--- src/rtl/if_fetch_unit_if.sv ---
// Instruction-memory request/response bundle between the fetch unit and imem.
interface if_fetch_unit_if;
    logic        imem_req;
    logic [15:0] imem_addr;
    logic        imem_ready;
    logic        imem_rvalid;
    logic [31:0] imem_rdata;

    modport master (
        output imem_req,
        output imem_addr,
        input  imem_ready,
        input  imem_rvalid,
        input  imem_rdata
    );

    modport slave (
        input  imem_req,
        input  imem_addr,
        output imem_ready,
        output imem_rvalid,
        output imem_rdata
    );
endinterface

--- src/rtl/if_fetch_unit.sv ---
// Instruction-fetch front end: owns the PC, one outstanding imem request,
// one-entry skid buffer in front of IF/ID, redirect with in-flight squash.
module if_fetch_unit #(
    parameter logic [15:0] RESET_PC = 16'h0000,
    parameter logic [31:0] NOP_INST = 32'h00000000
) (
    input  logic                  clk,
    input  logic                  rst,
    input  logic                  stall,
    input  logic                  redirect,
    input  logic [15:0]           redirect_pc,
    if_fetch_unit_if.master       imem,
    output logic [15:0]           pcp_out,
    output logic [31:0]           inst_out,
    output logic                  inst_valid
);

    localparam int unsigned PC_W   = 16;
    localparam int unsigned INST_W = 32;
    localparam logic [PC_W-1:0] PC_STEP       = PC_W'(4);
    localparam logic [PC_W-1:0] PC_ALIGN_MASK = PC_W'(16'hFFFC);

    typedef enum logic [1:0] {S_REQ, S_WAIT, S_FULL, S_DRAIN} state_t;

    state_t              state, state_n;
    logic [PC_W-1:0]     pc, pc_n;
    logic [PC_W-1:0]     req_pcp, req_pcp_n;
    logic [PC_W-1:0]     out_pcp_n;
    logic [INST_W-1:0]   out_inst_n;
    logic                out_valid_n;
    logic [INST_W-1:0]   skid_data, skid_data_n;
    logic [PC_W-1:0]     skid_pcp, skid_pcp_n;
    logic                skid_valid, skid_valid_n;
    logic                consume;

    // IF/ID takes the presented instruction on this edge
    assign consume = inst_valid && !stall;

    assign imem.imem_req  = (state == S_REQ) && !redirect && !rst;
    assign imem.imem_addr = pc;

    // State and datapath registers
    always_ff @(posedge clk or posedge rst) begin
        if (rst) begin
            state      <= S_REQ;
            pc         <= RESET_PC;
            req_pcp    <= '0;
            pcp_out    <= '0;
            inst_out   <= NOP_INST;
            inst_valid <= 1'b0;
            skid_data  <= NOP_INST;
            skid_pcp   <= '0;
            skid_valid <= 1'b0;
        end else begin
            state      <= state_n;
            pc         <= pc_n;
            req_pcp    <= req_pcp_n;
            pcp_out    <= out_pcp_n;
            inst_out   <= out_inst_n;
            inst_valid <= out_valid_n;
            skid_data  <= skid_data_n;
            skid_pcp   <= skid_pcp_n;
            skid_valid <= skid_valid_n;
        end
    end

    // Next-state and datapath steering; redirect overrides every other event
    always_comb begin
        state_n      = state;
        pc_n         = pc;
        req_pcp_n    = req_pcp;
        out_pcp_n    = pcp_out;
        out_inst_n   = inst_out;
        out_valid_n  = inst_valid;
        skid_data_n  = skid_data;
        skid_pcp_n   = skid_pcp;
        skid_valid_n = skid_valid;

        if (redirect) begin
            pc_n         = redirect_pc & PC_ALIGN_MASK;
            out_valid_n  = 1'b0;
            out_inst_n   = NOP_INST;
            skid_valid_n = 1'b0;
            case (state)
                S_WAIT:  state_n = imem.imem_rvalid ? S_REQ : S_DRAIN;
                S_DRAIN: state_n = imem.imem_rvalid ? S_REQ : S_DRAIN;
                default: state_n = S_REQ;
            endcase
        end else begin
            if (consume) begin
                out_valid_n = 1'b0;
                out_inst_n  = NOP_INST;
            end
            case (state)
                S_REQ: begin
                    if (imem.imem_ready) begin
                        pc_n      = pc + PC_STEP;
                        req_pcp_n = pc + PC_STEP;
                        state_n   = S_WAIT;
                    end
                end
                S_WAIT: begin
                    if (imem.imem_rvalid) begin
                        if (!inst_valid || consume) begin
                            out_inst_n  = imem.imem_rdata;
                            out_pcp_n   = req_pcp;
                            out_valid_n = 1'b1;
                            state_n     = S_REQ;
                        end else begin
                            skid_data_n  = imem.imem_rdata;
                            skid_pcp_n   = req_pcp;
                            skid_valid_n = 1'b1;
                            state_n      = S_FULL;
                        end
                    end
                end
                S_FULL: begin
                    // Output is necessarily valid here; skid refills it on consume
                    if (consume) begin
                        out_inst_n   = skid_data;
                        out_pcp_n    = skid_pcp;
                        out_valid_n  = 1'b1;
                        skid_valid_n = 1'b0;
                        state_n      = S_REQ;
                    end
                end
                S_DRAIN: begin
                    if (imem.imem_rvalid) state_n = S_REQ;
                end
                default: state_n = S_REQ;
            endcase
        end
    end

endmodule

--- src/flat_wrapper.sv ---
// flat-port wrapper written by rule: the top's interface ports become plain ports
module if_fetch_unit_flat 
#(
    parameter logic [15:0] RESET_PC = 16'h0000,
    parameter logic [31:0] NOP_INST = 32'h00000000
)
  (clk, rst, stall, redirect, redirect_pc, pcp_out, inst_out, inst_valid, imem_imem_req, imem_imem_addr, imem_imem_ready, imem_imem_rvalid, imem_imem_rdata);
  if_fetch_unit_if imem_i ();
  input  logic clk;
  input  logic rst;
  input  logic stall;
  input  logic redirect;
  input  logic [15:0] redirect_pc;
  output logic [15:0] pcp_out;
  output logic [31:0] inst_out;
  output logic inst_valid;
  output wire logic [$bits(imem_i.imem_req)-1:0] imem_imem_req;
  output wire logic [$bits(imem_i.imem_addr)-1:0] imem_imem_addr;
  input wire logic [$bits(imem_i.imem_ready)-1:0] imem_imem_ready;
  input wire logic [$bits(imem_i.imem_rvalid)-1:0] imem_imem_rvalid;
  input wire logic [$bits(imem_i.imem_rdata)-1:0] imem_imem_rdata;
  assign imem_imem_req = imem_i.imem_req;
  assign imem_imem_addr = imem_i.imem_addr;
  assign imem_i.imem_ready = imem_imem_ready;
  assign imem_i.imem_rvalid = imem_imem_rvalid;
  assign imem_i.imem_rdata = imem_imem_rdata;
  if_fetch_unit #(.RESET_PC(RESET_PC), .NOP_INST(NOP_INST)) u_core (.clk(clk), .rst(rst), .stall(stall), .redirect(redirect), .redirect_pc(redirect_pc), .imem(imem_i), .pcp_out(pcp_out), .inst_out(inst_out), .inst_valid(inst_valid));
endmodule
--- config.mk ---
export PLATFORM = sky130hd
export DESIGN_NAME = if_fetch_unit_flat
export DESIGN_NICKNAME = d
export VERILOG_FILES = /design/src/rtl/if_fetch_unit_if.sv /design/src/rtl/if_fetch_unit.sv /design/src/flat_wrapper.sv
export SDC_FILE = /design/constraint.sdc
export NUM_CORES = 1
export LEC_CHECK = 0
export ABC_AREA = 1
export BUFFER_PORTS_ARGS = -buffer_cell sky130_fd_sc_hd__buf_2
export CORE_AREA = 2 2 151 153
export DETAILED_ROUTE_END_ITERATION = 8
export DIE_AREA = 0 0 153 155
export GPL_TIMING_DRIVEN = 0
export PLACE_DENSITY = 0.51
export SLEW_MARGIN = 20
export SYNTH_ARGS = -nofsm -noshare
export SYNTH_HDL_FRONTEND = slang
export SYNTH_SLANG_ARGS = --single-unit
--- constraint.sdc ---
create_clock -name clk -period 10.8 [get_ports clk]
set_input_delay 1.62 -clock clk [delete_from_list [all_inputs] [get_ports clk]]
set_output_delay 1.62 -clock clk [all_outputs]
set_load 0.01 [all_outputs]
# Word-level counts from Yosys, hierarchy flattened

Cells that the tools add are included.

Register bits after elaboration: 131
Bits in latches: 0
RAM bits: 0
ROM bits: 0
Bits of input ports: 54
Output and inout bits: 66
Memories: 0

Add/sub/neg operators: 1
Multiply operators: 0
Divide/modulo/power cells: 0
Magnitude comparators: 0
Equal/unequal tests: 10
Shifts and indexed selects: 0
Multiplexer cells: 28
Bitwise operators: 2
Reductions and logical operators: 18

Operators by type and width:

| operator                                               | number |
|---|---|
| two-way mux 32 bit                                     | 5 |
| two-way mux 16 bit                                     | 6 |
| one-hot mux 32 bit (2 select lines)                    | 1 |
| one-hot mux 16 bit (2 select lines)                    | 1 |
| adder 16 x 3 -> 16 bit (second input constant)         | 1 |
| two-way mux 2 bit                                      | 8 |
| inequality test 3 bit (second input constant)          | 3 |
| one-hot mux 2 bit (4 select lines)                     | 1 |
| AND reduction 4 bit                                    | 2 |
| nonzero test 2 bit                                     | 3 |
| two-way mux 1 bit                                      | 5 |
| AND reduction 5 bit                                    | 1 |
| == test 2 bit (second input constant)                  | 2 |
| logical NOT 1 bit                                      | 4 |
| inequality test 2 x 1 -> 1 bit (second input constant) | 2 |
| logical AND 1 bit                                      | 3 |
| inequality test 3 x 2 -> 1 bit (second input constant) | 1 |
| AND reduction 3 bit                                    | 1 |
| == test 2 x 1 -> 1 bit (second input constant)         | 1 |
| logical NOT 2 bit                                      | 1 |
| inequality test 2 bit (second input constant)          | 1 |
| inverter 1 bit                                         | 2 |
| one-hot mux 1 bit (2 select lines)                     | 1 |
| AND reduction 2 bit                                    | 1 |
| 2 further kinds                                        | 2 |

# Depth between registers and ports, before layout

Depth after elaboration: 7
Mapped depth: 9
Mapped depth without buffers: 8

# Least setup slack after synthesis

No wires, ideal clock.

Path kind: input to output
Start: input redirect
End: output imem_imem_req
Arrival: 2.077 ns
Required time: 9.180 ns
Path slack: 7.103 ns
Stages: 4
Path buffers: 1
Cell sequence: buf_2 > inv_2 > nand2_1 > nor2_1

Longest elaborated chain between the ends: 3

Ends and longest elaborated chain:

| what                            | line                | RTL |
|---|---|---|
| start: declaration              | flat_wrapper.sv:12  | `input logic redirect;` |
| logical NOT 1 bit               | if_fetch_unit.sv:39 | `assign imem.imem_req = (state == S_REQ) && !redirect && !rst;` |
| logical AND 1 bit (2 in series) | if_fetch_unit.sv:39 |  |
| end: declaration                | flat_wrapper.sv:17  | `output wire logic [$bits(imem_i.imem_req)-1:0] imem_imem_req;` |

Every way passes these cells.

# Final worst setup path

Same ends and word-level chain as after synthesis.

==> out/metrics.cfg <==
[outcome]
status = completed

[detailed_routing]
wirelength_mm = 19.26
wire_per_inst_um = 14.09
drtIter0Drc = 392
detail-route-antenna-nets = 0
dr.pass1.iters = 5
via_count = 6248
drc = 0
drt-vias-per-instance = 4.571

[sta]
fin_crit_sh_pct = 35.69
finalHoldViolations = 0
hold_ws_ps = 479.3
period_needed_ps = 3855
fin_tns_setup_ps = 0
finalSetupViolations = 0
fmax_ghz = 0.2594
rsz0062_at_grt = no
slew_headroom_pct = 59.87
worstMarginPinSlew_ps = 601.9
finClkSkew_ps = 8.721
slew_violations = 0

[worst_hold_path]
hold_class = flip-flop to flip-flop
hold_start = u_core.req_pcp[12]$_DFFE_PP0P_
holdPathStages = 2
hold_path_end = u_core.req_pcp[12]$_DFFE_PP0P_

[logic_synthesis]
synth-seq-cells = 123
avgSynthCellArea_um2 = 7.014
yosys_warnings = 0
synth.distinct_cells = 25
synth_seq_area_share_pct = 46.88
postSynthCellCount = 936
netlist_area_mm2 = 0.006565

[clock_network]
clkSlewWorstSetupHoldPaths_ps = 50
cts_root_buf = clkbuf_16
cts_setup_buffers = 0
clock_latency_ps = 420
ctsHoldBuffers = 0
cts_tree = done
cts_sinks = 123
cts_made_buffers = 17
cts_resized = 0
clk_path_buf_depth = 2
htree_num_levels = 4

[setup_path]
cp.required_ps = 9180
crit_arrival_ps = 2230
rr_endpoint = u_core.inst_out[4]$_DFF_PP0_
critical-path-top-delay-family = buffers and inverters
cp.depth = 5
ff2ff_path_depth = 8
worst_path_most_repeated_cell = buf_2
r2r_slack_ps = 8810
critPathCaptureType = primary output
critPathKind = input port to primary output
cp_slowest_cell = buf_2
r2r-start = u_core.state[0]$_DFFE_PP0P_
cp-start-kind = input port
crit_buf_inv = 3
cp_max_fo = 9
crit_chain = buf_2, inv_2, nand2_1, nor2_1, buf_2
slowest_delay_ps = 170

[global_routing]
grt_overflow = 0
grt_max_degree = 73
grt_pass1_wl_mm = 31.53
grtUsageTotal_pct = 16.62
grt_pass1_vias = 5944
antenna_found_initial = 0

[floorplanning]
fp.coreArea_mm2 = 0.02223
start_util_pct = 29.54
die_h_um = 155
pin_count = 120
die_x_um = 153
rows = 55
dieArea_mm2 = 0.02372

[power_and_ir_drop]
ir_worst_vdd_mv = 0.09633
p_per_area_mw_per_mm2 = 272.1
leakagePower_nw = 4.439

[layout]
final_cell_count_no_fill = 1367
layout_common_cells = nand2_1 (404), buf_2 (138), dfrtp_1 (123)
diodes = 0
drive_above_1_share_pct = 17.56
seqCellArea_mm2 = 0.003078
multi_input_area_mm2 = 0.002932
layout.nets = 1129
layout_commonest_cell = nand2_1
fillers = 2409
areaGrowthSynthToFinish_pct = 23.35

[place]
post-dp-hpwl_mm = 13.28
io_buffers = 111
gp_congestion = 0.7762
place_inst = 1336

[run]
drv_cap = 0

-- worst register-to-register path, cell delays in order (launching register included) --
cell      delay (ps)
dfrtp_1          400
inv_1             80
ha_1             290
clkbuf_1         190
inv_1            220
buf_1            460
nand2_1          120
nand2_1           70
nor2_1            50
-- through the flow --
stage	cell area [µm²]	setup WS (ps)	power, mW	util [%]
after CTS	8098	6917	2.227	36.43
after global placement	7488	4013	1.647	33.69
final	8098	6945	2.204	36.43
after floorplan	6576	5909	1.359	-
after detailed placement	7523	6922	1.663	33.85
after global routing	8098	6806	2.397	36.43
-- worst max path at each step --
| stage | startpoint | end | slack [ps] |
|---|---|---|---|
| after floorplan | rst | u_core.imem.imem_addr[10]$_DFFE_PP0N_ | 5910 |
| after CTS | redirect | imem_imem_req | 6920 |
| after detailed placement | redirect | imem_imem_req | 6920 |
| after global routing | redirect | imem_imem_req | 6810 |
| after global placement | rst | u_core.inst_out[22]$_DFF_PP0_ | 4010 |
| final | redirect | imem_imem_req | 6950 |
-- layout make-up --
type / count / share of cell area [%]
inverters: 69 / 3.291
plain buffers: 59 / 3.801
flip-flops and latches: 123 / 38.01
clock buffers: 24 / 6.320
well taps: 285 / 4.404
clock inverters: 7 / 0.7726
repair buffers: 112 / 7.200
multi-input cells: 688 / 36.20
-- cells in the mapped netlist (all sizes together) --
master	number	area share [%]
a22oi	7	0.80
dfrtp	123	47
a31oi	2	0.19
xor2	3	0.40
inv	69	3.9
buf	50	4.2
a21oi	35	2.7
clkbuf	9	0.51
conb	1	0.057
nand2	406	23
nor2	76	4.4
ha	5	0.95
xnor2	2	0.27
o21ai	87	6.7
nand4	4	0.38
nand3	56	4.3
o22ai	1	0.095
-- metal layers --
layer	vias to the layer above	GRT usage, %	wire length, µm
li1	3195	-	-
met1	2883	23.59	9507
met2	149	25.88	8715
met3	21	3.008	760
met4	0	5.115	273
met5	-	0	0
-- state kept, by name (all words and copies together) (netlist names) --
| register | flops |
|---|---|
| u_core.req_pcp | 14 |
| u_core.skid_pcp | 14 |
| u_core.inst_valid | 1 |
| u_core.skid_data | 32 |
| u_core.pcp_out | 14 |
| u_core.state | 2 |
| u_core.inst_out | 32 |
| u_core.imem.imem_addr | 14 |
-- where the power goes --
part | internal [mW] | total (mW) | switching [mW]
Sequential | 0.635 | 0.745 | 0.110
Clock | 0.350 | 0.554 | 0.205
Combinational | 0.326 | 0.904 | 0.579
-- cell families (layout without fill, tap and decap cells) --
family / after synthesis / count (layout) / share of synthesized area [%]
buffers and inverters: 128 / 271 / 8.633
and+or+nand+nor: 542 / 542 / 32.36
DFF: 123 / 123 / 46.88
other: 1 / 4 / 0.05712
adders and majority gates: 5 / 5 / 0.9529
xor gates and xnor gates: 5 / 5 / 0.6672
AOI/OAI and AO/OA: 132 / 132 / 10.44
Note: power is estimated with default switching activity, not from simulation.
